**src/rtl/rr_arbiter_8.sv**
```systemverilog
// rtl/rr_arbiter_8.sv - 8-way round-robin arbiter with registered one-hot grant
// Optional hold-timeout: define RR_ARBITER_TIMEOUT_EN to force release after MAX_HOLD grant cycles.

module rr_arbiter_8 #(
   parameter int MAX_HOLD = 16
) (
   input  logic       clk,
   input  logic       rst,
   input  logic [7:0] req,
   input  logic       done,
   output logic [7:0] gnt,
   output logic [2:0] gnt_sel,
   output logic       gnt_valid,
   output logic       timeout
);

   typedef enum logic {
      IDLE  = 1'b0,
      GRANT = 1'b1
   } state_t;

   state_t     state_q;
   logic [2:0] ptr_q;
   logic [2:0] ptr_d;
   logic [7:0] gnt_q;
   logic [2:0] gnt_sel_q;
   logic       gnt_valid_q;

   logic       pick_found;
   logic [2:0] pick_idx;
   logic [2:0] cand;
   logic       owner_release;
   logic       hold_expired;

`ifdef RR_ARBITER_TIMEOUT_EN
   localparam logic [7:0] HOLD_LAST = 8'(MAX_HOLD - 1);

   logic [7:0] hold_cnt_q;
   logic       timeout_q;

   // The counter holds the number of grant cycles already completed, so the
   // MAX_HOLD-th grant cycle is the one where it equals MAX_HOLD-1.
   always_comb begin
      hold_expired = (hold_cnt_q == HOLD_LAST);
   end

   assign timeout = timeout_q;
`else
   logic unused_max_hold;

   // Grants last until the owner lets go; the hold limit has no effect here.
   always_comb begin
      hold_expired = 1'b0;
   end

   assign unused_max_hold = ^8'(MAX_HOLD);
   assign timeout         = 1'b0;
`endif

   // Rotating-priority scan: first set request starting at ptr, wrapping at 7.
   always_comb begin
      pick_found = 1'b0;
      pick_idx   = ptr_q;
      cand       = ptr_q;
      for (int i = 0; i < 8; i++) begin
         cand = ptr_q + 3'(i);
         if (!pick_found && req[cand]) begin
            pick_found = 1'b1;
            pick_idx   = cand;
         end
      end
   end

   // Owner gives up the resource by pulsing done or dropping its request;
   // the next scan starts just past the released owner.
   always_comb begin
      owner_release = done | ~req[gnt_sel_q];
      ptr_d         = gnt_sel_q + 3'd1;
   end

   // Arbiter FSM with registered grant outputs.
   always_ff @(posedge clk or posedge rst) begin
      if (rst) begin
         state_q     <= IDLE;
         ptr_q       <= 3'd0;
         gnt_q       <= 8'h00;
         gnt_sel_q   <= 3'd0;
         gnt_valid_q <= 1'b0;
`ifdef RR_ARBITER_TIMEOUT_EN
         hold_cnt_q  <= 8'd0;
         timeout_q   <= 1'b0;
`endif
      end else begin
`ifdef RR_ARBITER_TIMEOUT_EN
         timeout_q <= 1'b0;
`endif
         case (state_q)
            IDLE: begin
               // done is meaningless without an owner and is ignored here.
               if (pick_found) begin
                  state_q     <= GRANT;
                  gnt_q       <= 8'h01 << pick_idx;
                  gnt_sel_q   <= pick_idx;
                  gnt_valid_q <= 1'b1;
`ifdef RR_ARBITER_TIMEOUT_EN
                  hold_cnt_q  <= 8'd0;
`endif
               end else begin
                  gnt_q       <= 8'h00;
                  gnt_valid_q <= 1'b0;
               end
            end

            GRANT: begin
               // Other requesters are ignored until the owner is released;
               // release always passes through one IDLE cycle.
               if (owner_release || hold_expired) begin
                  state_q     <= IDLE;
                  gnt_q       <= 8'h00;
                  gnt_valid_q <= 1'b0;
                  ptr_q       <= ptr_d;
`ifdef RR_ARBITER_TIMEOUT_EN
                  // A normal release on the expiry cycle is not a timeout.
                  timeout_q   <= ~owner_release;
`endif
               end
`ifdef RR_ARBITER_TIMEOUT_EN
               else begin
                  hold_cnt_q <= hold_cnt_q + 8'd1;
               end
`endif
            end

            default: begin
               state_q     <= IDLE;
               gnt_q       <= 8'h00;
               gnt_valid_q <= 1'b0;
            end
         endcase
      end
   end

   assign gnt       = gnt_q;
   assign gnt_sel   = gnt_sel_q;
   assign gnt_valid = gnt_valid_q;

endmodule

```
**config.mk**
```make
export PLATFORM = sky130hd
export DESIGN_NAME = rr_arbiter_8
export DESIGN_NICKNAME = d
export VERILOG_FILES = /design/src/rtl/rr_arbiter_8.sv
export SDC_FILE = /design/constraint.sdc
export NUM_CORES = 1
export LEC_CHECK = 0
export ABC_AREA = 1
export CAP_MARGIN = 15
export CELL_PAD_IN_SITES_DETAIL_PLACEMENT = 1
export CELL_PAD_IN_SITES_GLOBAL_PLACEMENT = 1
export CORE_ASPECT_RATIO = 0.5
export CORE_UTILIZATION = 42
export CTS_BUF_LIST = sky130_fd_sc_hd__clkbuf_8
export DETAILED_ROUTE_END_ITERATION = 12
export GPL_TIMING_DRIVEN = 0
export HOLD_SLACK_MARGIN = 0.03
export PLACE_DENSITY_LB_ADDON = 0.1
export SYNTH_ARGS = -nofsm -noshare
export SYNTH_HDL_FRONTEND = slang
export SYNTH_SLANG_ARGS = --single-unit
export TNS_END_PERCENT = 20
```
**constraint.sdc**
```tcl
create_clock -name clk -period 6.6 [get_ports clk]
set_input_delay 1.32 -clock clk [delete_from_list [all_inputs] [get_ports clk]]
set_output_delay 1.32 -clock clk [all_outputs]
set_load 0.01 [all_outputs]
```
## After elaboration in Yosys (flattened, before gate mapping)

Cells that the tools add are included.

- Register bits after elaboration: 16
- Bits in latches: 0
- Memory bits (writable): 0
- Memory bits (read-only): 0
- Bits of input ports: 11
- Output and inout port bits: 13
- Logic and storage cells: 84
- Memories kept: 0

- Add/sub/neg operators: 8
- Multiply operators: 0
- Div/mod/pow operators: 0
- Order comparisons: 9
- Eq/ne operators: 1
- Shift operators: 1
- Multiplexer cells: 41
- Bitwise logic cells: 3
- Reduce and logical (&&, ||, !) cells: 16

Operator list:

| operator | number |
|---|---|
| 3-bit by 4-bit less-than comparator with 1-bit output (second input constant) | 9 |
| 1-bit binary-select mux with 3-bit select | 9 |
| 3-bit 2-to-1 mux | 7 |
| 1-bit 2-to-1 mux | 20 |
| 8-bit 2-to-1 mux | 2 |
| 8-bit one-hot mux with 2 select lines | 1 |
| 3-bit adder (second input constant) | 4 |
| 1-bit by 3-bit << shifter with 8-bit output (first input constant) | 1 |
| 1-bit logical AND | 7 |
| 1-bit logical NOT | 7 |
| 3-bit by 1-bit adder with 3-bit output (second input constant) | 2 |
| 3-bit by 2-bit adder with 3-bit output (second input constant) | 2 |
| 1-bit one-hot mux with 2 select lines | 2 |
| 2-bit AND reduction | 2 |
| 2-bit by 1-bit != test with 1-bit output (second input constant) | 1 |
| 1-bit NOT | 2 |
| 1-bit OR | 1 |

## Longest topological paths before layout

Gate-level depths: netlist of the first run.

- Word-level depth: 27
- Gate-level depth with buffers: 21
- Depth with buffers taken out: 20

## Worst setup path after synthesis of the first run

No wires, ideal clock.

- Kind: input port to flip-flop
- Start point: input req[7]
- End point: register gnt_q[4], in the netlist gnt[4]
- Setup time: 0.117 ns
- Data arrival time: 2.582 ns
- Required time: 6.483 ns
- Slack: 3.900 ns
- Stages on the path: 14
- Path buffers: 0
- Cell sequence: nand2_1 -> nand3_1 -> nand2_1 -> nand2_1 -> nand2_2 -> nand4_4 -> nor2_4 -> nand3_4 -> clkinv_2 -> nand2_1 -> nand2_2 -> nor2_2 -> nand3_1 -> nand2_1

- Word-level cells in the longest chain between the ends: 27
- Elaborated cells on any way between the ends: 53
- Those cells by class: eq/ne (1); shift (1); mux (35); bitwise (2); reduce/logical (14)

Ends and longest elaborated chain:

| what | line | text |
|---|---|---|
| start: declaration | 9 | `input logic [7:0] req,` |
| 1-bit binary-select mux with 3-bit select | 67 | `if (!pick_found && req[cand]) begin` |
| 1-bit 2-to-1 mux (implied by the code) | 67 |  |
| 1-bit 2-to-1 mux | 67 |  |
| 1-bit logical NOT | 67 |  |
| 1-bit logical AND | 67 |  |
| 1-bit 2-to-1 mux | 67 |  |
| 1-bit logical NOT | 67 |  |
| 1-bit logical AND | 67 |  |
| [11 not listed] | - |  |
| 1-bit logical AND | 67 |  |
| 1-bit 2-to-1 mux | 67 |  |
| 1-bit logical NOT | 67 |  |
| 1-bit logical AND | 67 |  |
| 3-bit 2-to-1 mux | 67 |  |
| 1-bit by 3-bit << shifter with 8-bit output | 102 | `gnt_q <= 8'h01 << pick_idx;` |
| 8-bit 2-to-1 mux | 100 | `if (pick_found) begin` |
| 8-bit one-hot mux with 2 select lines | 97 | `case (state_q)` |
| end signal: assignment | 102 |  |
| end: declaration | 25 | `logic [7:0] gnt_q;` |

Several ways; a longest one is shown, not always the timed one. The select of a mux whose other input is x is not followed.
A chain may end at the register's enable or synchronous reset.

## Final worst setup path of the first run

- Start point: input req[7]
- End point: register gnt_q[5], in the netlist gnt[5]

The elaborated chain is that of the path after synthesis.

==> Flow_metrics.wiki, run 1 <==
{| class="wikitable"
! Metric !! Value
|-
| Clk_lat worst skew || 0.25 ns
|-
| Width of the die || 89.33 µm
|-
| Clock tree from TritonCTS || built
|-
| Cell area after layout || 1941 µm²
|-
| Largest net degree at the start of global routing || 17
|-
| Top cell type's share of synthesized area || 0.2500
|-
| Total inserted antenna cells || 0
|-
| Area of the core || 3547 µm²
|-
| Post-layout min period || 3.410 ns
|-
| Initial core utilization || 0.4515
|-
| Critical Path Start || req[7]
|-
| IO Count || 24
|-
| Worst-case clock buffer depth || 2
|-
| Wire length of the first global-routing pass || 7.665 mm
|-
| Cell area after placement || 1886 µm²
|-
| Die height || 45.67 µm
|-
| Mapped Area || 1602 µm²
|-
| Seq cells post-synth || 16
|-
| Worst-path maximum fanout || 5
|-
| Post_cts resized || 0
|-
| Final critical-path share of the clock period || 0.5167
|-
| Detailed placer's ending HPWL || 3.896 mm
|-
| Final Setup Violations || 0
|-
| Net Count, Synth || 262
|-
| Hold Startpoint || gnt[2]$_DFFE_PP0P_
|-
| CTS Root Cell || sky130_fd_sc_hd__clkbuf_8
|-
| Number of endpoints with negative hold slack in the final report || 0
|-
| Overall overflow remaining after global route || 0
|-
| Aggregate negative setup slack || 0 ns
|-
| Max Clock Freq || 293.3 MHz
|-
| IO buf count || 22
|-
| Worst slew slack as a fraction of its limit || 0.5987
|-
| Mean cell area of the mapped netlist || 6.458 µm²
|-
| Sort of element at the start of the critical path || input pin
|-
| Post-CTS setup buffer count || 0
|-
| Unrepaired setup endpoints after global routing || no
|-
| Result of the run || completed
|-
| Area of the die || 4079 µm²
|-
| Hold Path Depth || 2
|-
| Weighted congestion reported at the end of routability-driven placement || 0.8054
|-
| Syn-to-layout area delta || 21.17%
|-
| Number of H-tree levels || 1
|-
| DRC Markers || 0
|-
| Detailed router's first-iteration violation count || 61
|-
| Average detailed-routed wire length per instance || 15.02 µm
|-
| Routed wire length || 4.882 mm
|-
| Clock Sinks || 16
|-
| Top cells by area in the synthesized netlist || sky130_fd_sc_hd__dfrtp_1 25%, sky130_fd_sc_hd__nand2_1 22%, sky130_fd_sc_hd__nand3_1 14%
|-
| Via count of the first global-routing pass || 1598
|-
| Row Count || 15
|-
| Worst Max-Slew Pin Slew || 0.6012 ns
|-
| Final #Nets || 289
|-
| Clk slew on worst S/H paths || 0.06 ns
|-
| Worst Reg-to-Reg Cells || 18
|-
| Total vias in the final route || 1736
|-
| Required time of the critical path || 6.74 ns
|-
| End of the worst hold path || gnt[2]$_DFFE_PP0P_
|-
| Kind of end point of the critical path || flip-flop
|-
| First-pass iteration count of the detailed router || 4
|-
| Class of the tightest hold or removal check || reg2reg
|-
| CTS Buf Count || 3
|-
| Global router's overall resource usage || 0.2534
|-
| Post-synthesis cell type with the largest combined area || sky130_fd_sc_hd__dfrtp_1
|-
| # hold bufs at CTS || 0
|-
| Count of yosys warnings during synthesis || 0
|-
| Sequential-to-total area share from yosys stat || 0.2500
|-
| Critical path start-end classification || in2reg
|-
| Critical R2R Launch || ptr_q[1]$_DFFE_PP0P_
|-
| Hold Slack || 0.4890 ns
|-
| R2R Path End || gnt[5]$_DFFE_PP0P_
|-
| Unique cell type count in the Yosys netlist || 34
|-
| Post-DRT Antenna Nets || 0
|-
| Share of cells above drive strength 1 || 0.1752
|-
| Worst R2R Setup Slack || 3.52 ns
|-
| Max Clock Skew || 0.001102 ns
|-
| Arrival time reported for the critical path endpoint || 3.55 ns
|-
| Number of max-cap violations || 0
|-
| Fill cell count || 487
|-
| Vias per Instance || 5.342
|-
| Final Max Tran Viols || 0
|-
| Number of antenna violations at the first check in global routing || 0
|-
| Number of cells produced by synthesis || 248
|}
## worst max-delay path, stage by stage
cell	delay (ns)
sky130_fd_sc_hd__clkdlybuf4s50_1	0.46
sky130_fd_sc_hd__nand2_1	0.14
sky130_fd_sc_hd__nand3_1	0.08
sky130_fd_sc_hd__nand2_1	0.14
sky130_fd_sc_hd__nor2_1	0.09
sky130_fd_sc_hd__nor2_4	0.19
sky130_fd_sc_hd__nand4_4	0.13
sky130_fd_sc_hd__nor2_4	0.18
sky130_fd_sc_hd__nand2_1	0.10
sky130_fd_sc_hd__o21ai_1	0.09
sky130_fd_sc_hd__inv_1	0.05
sky130_fd_sc_hd__nand2_1	0.10
sky130_fd_sc_hd__nand2_1	0.09
sky130_fd_sc_hd__nand2_1	0.09
sky130_fd_sc_hd__nand2_1	0.13
sky130_fd_sc_hd__nand3_1	0.10
sky130_fd_sc_hd__nand2_1	0.06
## how the worst max path moves through the flow
| stage | end | slack [ns] |
|---|---|---|
| floorplan | gnt[4]$_DFFE_PP0P_ | 3.90 |
| global placement | gnt[2]$_DFFE_PP0P_ | 3.12 |
| detailed placement | gnt[5]$_DFFE_PP0P_ | 2.98 |
| CTS | gnt[3]$_DFFE_PP0P_ | 3.23 |
| global route | gnt[6]$_DFFE_PP0P_ | 3.00 |
| finish | gnt[5]$_DFFE_PP0P_ | 3.19 |
## layer usage
metal	GRT usage	vias to the layer above	share of wire	wire, µm
met5	0	-	0	0
met4	0.07619	0	0.013	63
met3	0.01993	7	0.024	118
met2	0.4321	24	0.47	2285
met1	0.3508	854	0.49	2414
li1	-	851	-	-
## cells in the mapped netlist
master	number
sky130_fd_sc_hd__xor2_2	2
sky130_fd_sc_hd__nor2_2	3
sky130_fd_sc_hd__buf_2	1
sky130_fd_sc_hd__nand3_1	44
sky130_fd_sc_hd__o32ai_1	2
sky130_fd_sc_hd__a21oi_1	2
sky130_fd_sc_hd__o21ai_4	1
sky130_fd_sc_hd__buf_6	3
sky130_fd_sc_hd__inv_2	9
sky130_fd_sc_hd__buf_4	1
sky130_fd_sc_hd__clkinv_1	1
sky130_fd_sc_hd__inv_1	10
sky130_fd_sc_hd__a31oi_1	2
sky130_fd_sc_hd__ha_1	3
sky130_fd_sc_hd__nand2_1	96
sky130_fd_sc_hd__nand2_4	1
sky130_fd_sc_hd__a31oi_2	1
sky130_fd_sc_hd__o21bai_2	1
sky130_fd_sc_hd__nor2_4	4
sky130_fd_sc_hd__nand4_1	1
sky130_fd_sc_hd__or2_2	1
sky130_fd_sc_hd__nor2_1	16
sky130_fd_sc_hd__conb_1	1
sky130_fd_sc_hd__nand4_4	1
sky130_fd_sc_hd__o21ai_1	2
sky130_fd_sc_hd__nand3_4	1
sky130_fd_sc_hd__nand2_2	9
sky130_fd_sc_hd__nand3_2	2
sky130_fd_sc_hd__o21ai_0	5
sky130_fd_sc_hd__a21o_1	1
sky130_fd_sc_hd__xnor2_1	2
sky130_fd_sc_hd__dfrtp_1	16
sky130_fd_sc_hd__a21oi_2	2
sky130_fd_sc_hd__clkinv_2	1
## layout by cell type, fill, tap and decap left out, types with 2 or more instances in the layout
cell and n:
sky130_fd_sc_hd__nand2_2 9, sky130_fd_sc_hd__clkbuf_8 4, sky130_fd_sc_hd__nand3_1 44, sky130_fd_sc_hd__xnor2_1 2
sky130_fd_sc_hd__nor2_2 3, sky130_fd_sc_hd__o21ai_0 5, sky130_fd_sc_hd__clkdlybuf4s50_1 22, sky130_fd_sc_hd__buf_6 3
sky130_fd_sc_hd__a31oi_1 2, sky130_fd_sc_hd__o32ai_1 2, sky130_fd_sc_hd__nand2_1 96, sky130_fd_sc_hd__nor2_4 4
sky130_fd_sc_hd__nor2_1 16, sky130_fd_sc_hd__a21oi_1 2, sky130_fd_sc_hd__xor2_2 2, sky130_fd_sc_hd__dfrtp_1 16
sky130_fd_sc_hd__inv_1 10, sky130_fd_sc_hd__nand3_2 2, sky130_fd_sc_hd__a21oi_2 2, sky130_fd_sc_hd__ha_1 3
sky130_fd_sc_hd__o21ai_1 2, sky130_fd_sc_hd__inv_2 9
## flip-flops by register name, summed over array words and instances (netlist names)
name / cells
ptr_q: 3
gnt_sel: 3
gnt: 8
gnt_valid: 1
state_q: 1
## cells by family after synthesis
logic type                 Yosys count  synth area share
adders and majority gates            3           0.02344
buffers and inverters               26           0.07890
xor gates and xnor gates             4           0.03125
other                                1          0.002342
DFF                                 16            0.2500
AOI/OAI and AO/OA                   19           0.08750
and+or+nand+nor                    179            0.5266
## area by class of cell
| class | instances | area [µm²] | area share |
|---|---|---|---|
| plain buffers | 5 | 46.29 | 0.02386 |
| clock buffers | 4 | 55.05 | 0.02837 |
| inverters | 21 | 80.08 | 0.04126 |
| multi-input cells | 206 | 1075 | 0.5538 |
| flip-flops and latches | 16 | 400.4 | 0.2063 |
| well taps | 51 | 63.81 | 0.03288 |
| repair buffers | 22 | 220.2 | 0.1135 |
## metrics by stage
stage	std cells	worst slack, ns	utilization
6_report	325	3.190	0.5471
5_1_grt	325	2.998	0.5471
4_1_cts	325	3.226	0.5471
3_5_place_dp	321	2.977	0.5316
3_3_place_gp	321	3.121	0.5316
2_1_floorplan	248	3.900	-
Power of run 1 is not shown: default switching activity piles up to over one toggle a cycle in this logic, so the estimate is an artifact.
==> run 2: changes to the inputs <==
CORE_UTILIZATION = 39   (was 42)
clock period = 3.5 ns   (was 6.6 ns; I/O delays follow)
==> Flow_metrics.wiki, run 2 (synthesis gave the netlist of run 1 again) <==
{| class="wikitable"
! Metric !! Value
|-
| Worst slack after detailed placement || 0.5311 ns (was 2.977 ns)
|-
| Number of endpoints with negative hold slack in the final report || 0 (unchanged)
|-
| Number of H-tree levels || 1 (unchanged)
|-
| Worst-path maximum fanout || 9 (was 5)
|-
| Worst-case clock buffer depth || 2 (unchanged)
|-
| CTS Buf Count || 3 (unchanged)
|-
| Worst R2R Setup Slack || 0.48 ns (was 3.52 ns)
|-
| Required time of the critical path || 3.68 ns (was 6.74 ns)
|-
| Largest net degree at the start of global routing || 17 (unchanged)
|-
| Kind of end point of the critical path || flip-flop (unchanged)
|-
| Sort of element at the start of the critical path || flip-flop (was input pin)
|-
| Final Setup Violations || 0 (unchanged)
|-
| Layout Utilization || 0.4920 (was 0.5471)
|-
| Width of the die || 92.63 µm (was 89.33 µm)
|-
| Via count of the first global-routing pass || 1582 (was 1598)
|-
| Slack of the critical path || 0.4776 ns (was 3.190 ns)
|-
| Area of the die || 4383 µm² (was 4079 µm²)
|-
| Worst Max-Slew Pin Slew || 0.6123 ns (was 0.6012 ns)
|-
| Non-filler cells, final || 327 (was 325)
|-
| Critical path start-end classification || reg2reg (was in2reg)
|-
| Initial core utilization || 0.4082 (was 0.4515)
|-
| Total vias in the final route || 1686 (was 1736)
|-
| Hold Startpoint || gnt_valid$_DFFE_PP0P_ (was gnt[2]$_DFFE_PP0P_)
|-
| IO buf count || 22 (unchanged)
|-
| Wire length of the first global-routing pass || 7.514 mm (was 7.665 mm)
|-
| Post-layout min period || 3.022 ns
|-
| Leading cell type in the layout, fill and taps excluded || sky130_fd_sc_hd__nand2_1 (unchanged)
|-
| # hold bufs at CTS || 0 (unchanged)
|-
| Fill cell count || 529 (was 487)
|-
| Unrepaired setup endpoints after global routing || no (unchanged)
|-
| Total inserted antenna cells || 0 (unchanged)
|-
| Weighted congestion reported at the end of routability-driven placement || 0.7986 (was 0.8054)
|-
| Area of the core || 3924 µm² (was 3547 µm²)
|-
| CTS Root Cell || sky130_fd_sc_hd__clkbuf_8 (unchanged)
|-
| Most frequent cells in the layout || 96 x sky130_fd_sc_hd__nand2_1, 44 x sky130_fd_sc_hd__nand3_1, 22 x sky130_fd_sc_hd__clkdlybuf4s50_1 (unchanged)
|-
| Share of cells above drive strength 1 || 0.1722 (was 0.1752)
|-
| Critical Path Start || ptr_q[1]$_DFFE_PP0P_ (was req[7])
|-
| Max Clock Freq || 330.9 MHz
|-
| Post_cts resized || 0 (unchanged)
|-
| Global router's overall resource usage || 0.2278 (was 0.2534)
|-
| Clock Sinks || 16 (unchanged)
|-
| Clk slew on worst S/H paths || 0.06 ns (about the same)
|-
| Clock tree from TritonCTS || built (unchanged)
|-
| Largest register FFs || 8 (unchanged)
|-
| Critical R2R Launch || ptr_q[1]$_DFFE_PP0P_ (unchanged)
|-
| Worst slew slack as a fraction of its limit || 0.5913 (was 0.5987)
|-
| Vias per Instance || 5.156 (was 5.342)
|-
| Worst path cell trace || inv_2, ha_1, inv_2, nand3_1, nand2_1, nor2_1, nor2_4, nand4_4, nor2_4, nand2_1, o21ai_1, inv_1, nand2_1, nand3_1, nand2_1, nand3_1, nand2_1 (was clkdlybuf4s50_1, nand2_1, nand3_1, nand2_1, nor2_1, nor2_4, nand4_4, nor2_4, nand2_1, o21ai_1, inv_1, nand2_1, nand2_1, nand2_1, nand2_1, nand3_1, nand2_1)
|-
| Final critical-path share of the clock period || 0.8636
|-
| Class of the tightest hold or removal check || reg2reg (unchanged)
|-
| Number of max-cap violations || 0 (unchanged)
|-
| Max Clock Skew || 0.005552 ns (was 0.001102 ns)
|-
| Overall overflow remaining after global route || 0 (unchanged)
|-
| Largest delay contributor family on the critical path || simple AND/OR/NAND/NOR gates (unchanged)
|-
| Buffering stage count on the worst path with inverters included || 3 (was 2)
|-
| Post-DRT Antenna Nets || 0 (unchanged)
|-
| Placed cells || 324 (was 321)
|-
| Row Count || 16 (was 15)
|-
| Clk_lat worst skew || 0.25 ns (about the same)
|-
| Aggregate negative setup slack || 0 ns (unchanged)
|-
| CP dominant cell by count || sky130_fd_sc_hd__nand2_1 (unchanged)
|-
| Average detailed-routed wire length per instance || 14.28 µm (was 15.02 µm)
|-
| Detailed router's first-iteration violation count || 47 (was 61)
|-
| Syn-to-layout area delta || 20.55% (was 21.17%)
|-
| Final #Nets || 289 (unchanged)
|-
| Final Max Tran Viols || 0 (unchanged)
|-
| Stage delay of the slowest cell on the critical path || 0.53 ns (was 0.46 ns)
|-
| Routed wire length || 4.669 mm (was 4.882 mm)
|-
| Multi-input gate area || 1075 µm² (unchanged)
|-
| Number of antenna violations at the first check in global routing || 0 (unchanged)
|-
| DRC Markers || 0 (unchanged)
|-
| Die height || 47.32 µm (was 45.67 µm)
|-
| Arrival time reported for the critical path endpoint || 3.21 ns (was 3.55 ns)
|-
| Register cell area after layout || 400.4 µm² (unchanged)
|-
| Slowest-stage cell, CP || sky130_fd_sc_hd__dfrtp_1 (was sky130_fd_sc_hd__clkdlybuf4s50_1)
|-
| Result of the run || completed (unchanged)
|-
| First-pass iteration count of the detailed router || 4 (unchanged)
|-
| IO Count || 24 (unchanged)
|-
| Detailed placer's ending HPWL || 3.812 mm (was 3.896 mm)
|-
| Post-CTS setup buffer count || 0 (unchanged)
|}
-- run 2: tightest hold or removal path, stage by stage, from the launching register on --
cell and delay, ns:
sky130_fd_sc_hd__dfrtp_1 0.35, sky130_fd_sc_hd__nand2_1 0.05, sky130_fd_sc_hd__nand2_1 0.05
-- run 2: worst paths after layout --
kind                                         end  depth (start not counted)
min in group asynchronous  gnt_valid$_DFFE_PP0P_                          2
max in group asynchronous     gnt[7]$_DFFE_PP0P_                          2
setup reg to reg              gnt[3]$_DFFE_PP0P_                         17
setup / recovery              gnt[3]$_DFFE_PP0P_                         17
hold reg to reg            gnt_valid$_DFFE_PP0P_                          2
hold / removal             gnt_valid$_DFFE_PP0P_                          2
-- run 2: stage by stage --
stage / hold slack, ns / instance area (µm²)
after global routing: 0.5029 / 1931
after global placement: 0.4622 / 1889
after detailed placement: 0.4659 / 1889
final: 0.4778 / 1931
after floorplan: 0.5086 / 1602
after CTS: 0.4855 / 1931
-- run 2: layout make-up --
type,instances,area share
Tap cell,54,0.03500
Buffer,5,0.02398
Inverter,21,0.04148
Timing Repair Buffer,22,0.1141
Clock buffer,3,0.02139
Multi-Input combinational cell,206,0.5567
Sequential cell,16,0.2074
-- run 2: metal layers --
metal	GRT usage	routed length (µm)	part of all wire	up-vias
met2	0.3807	2020	0.43	25
li1	-	-	-	851
met5	0	0	0	-
met4	0.04615	24	0.0051	0
met1	0.3311	2503	0.54	807
met3	0.01942	120	0.026	3
Power of run 2 is left out for the same reason.
==> run 3: changes to the inputs <==
SLEW_MARGIN = 20   (was default)
==> results of run 3 <==
No change in the layout: final DEF, timing and power equal those of run 2.
Power of run 3 is left out for the same reason.
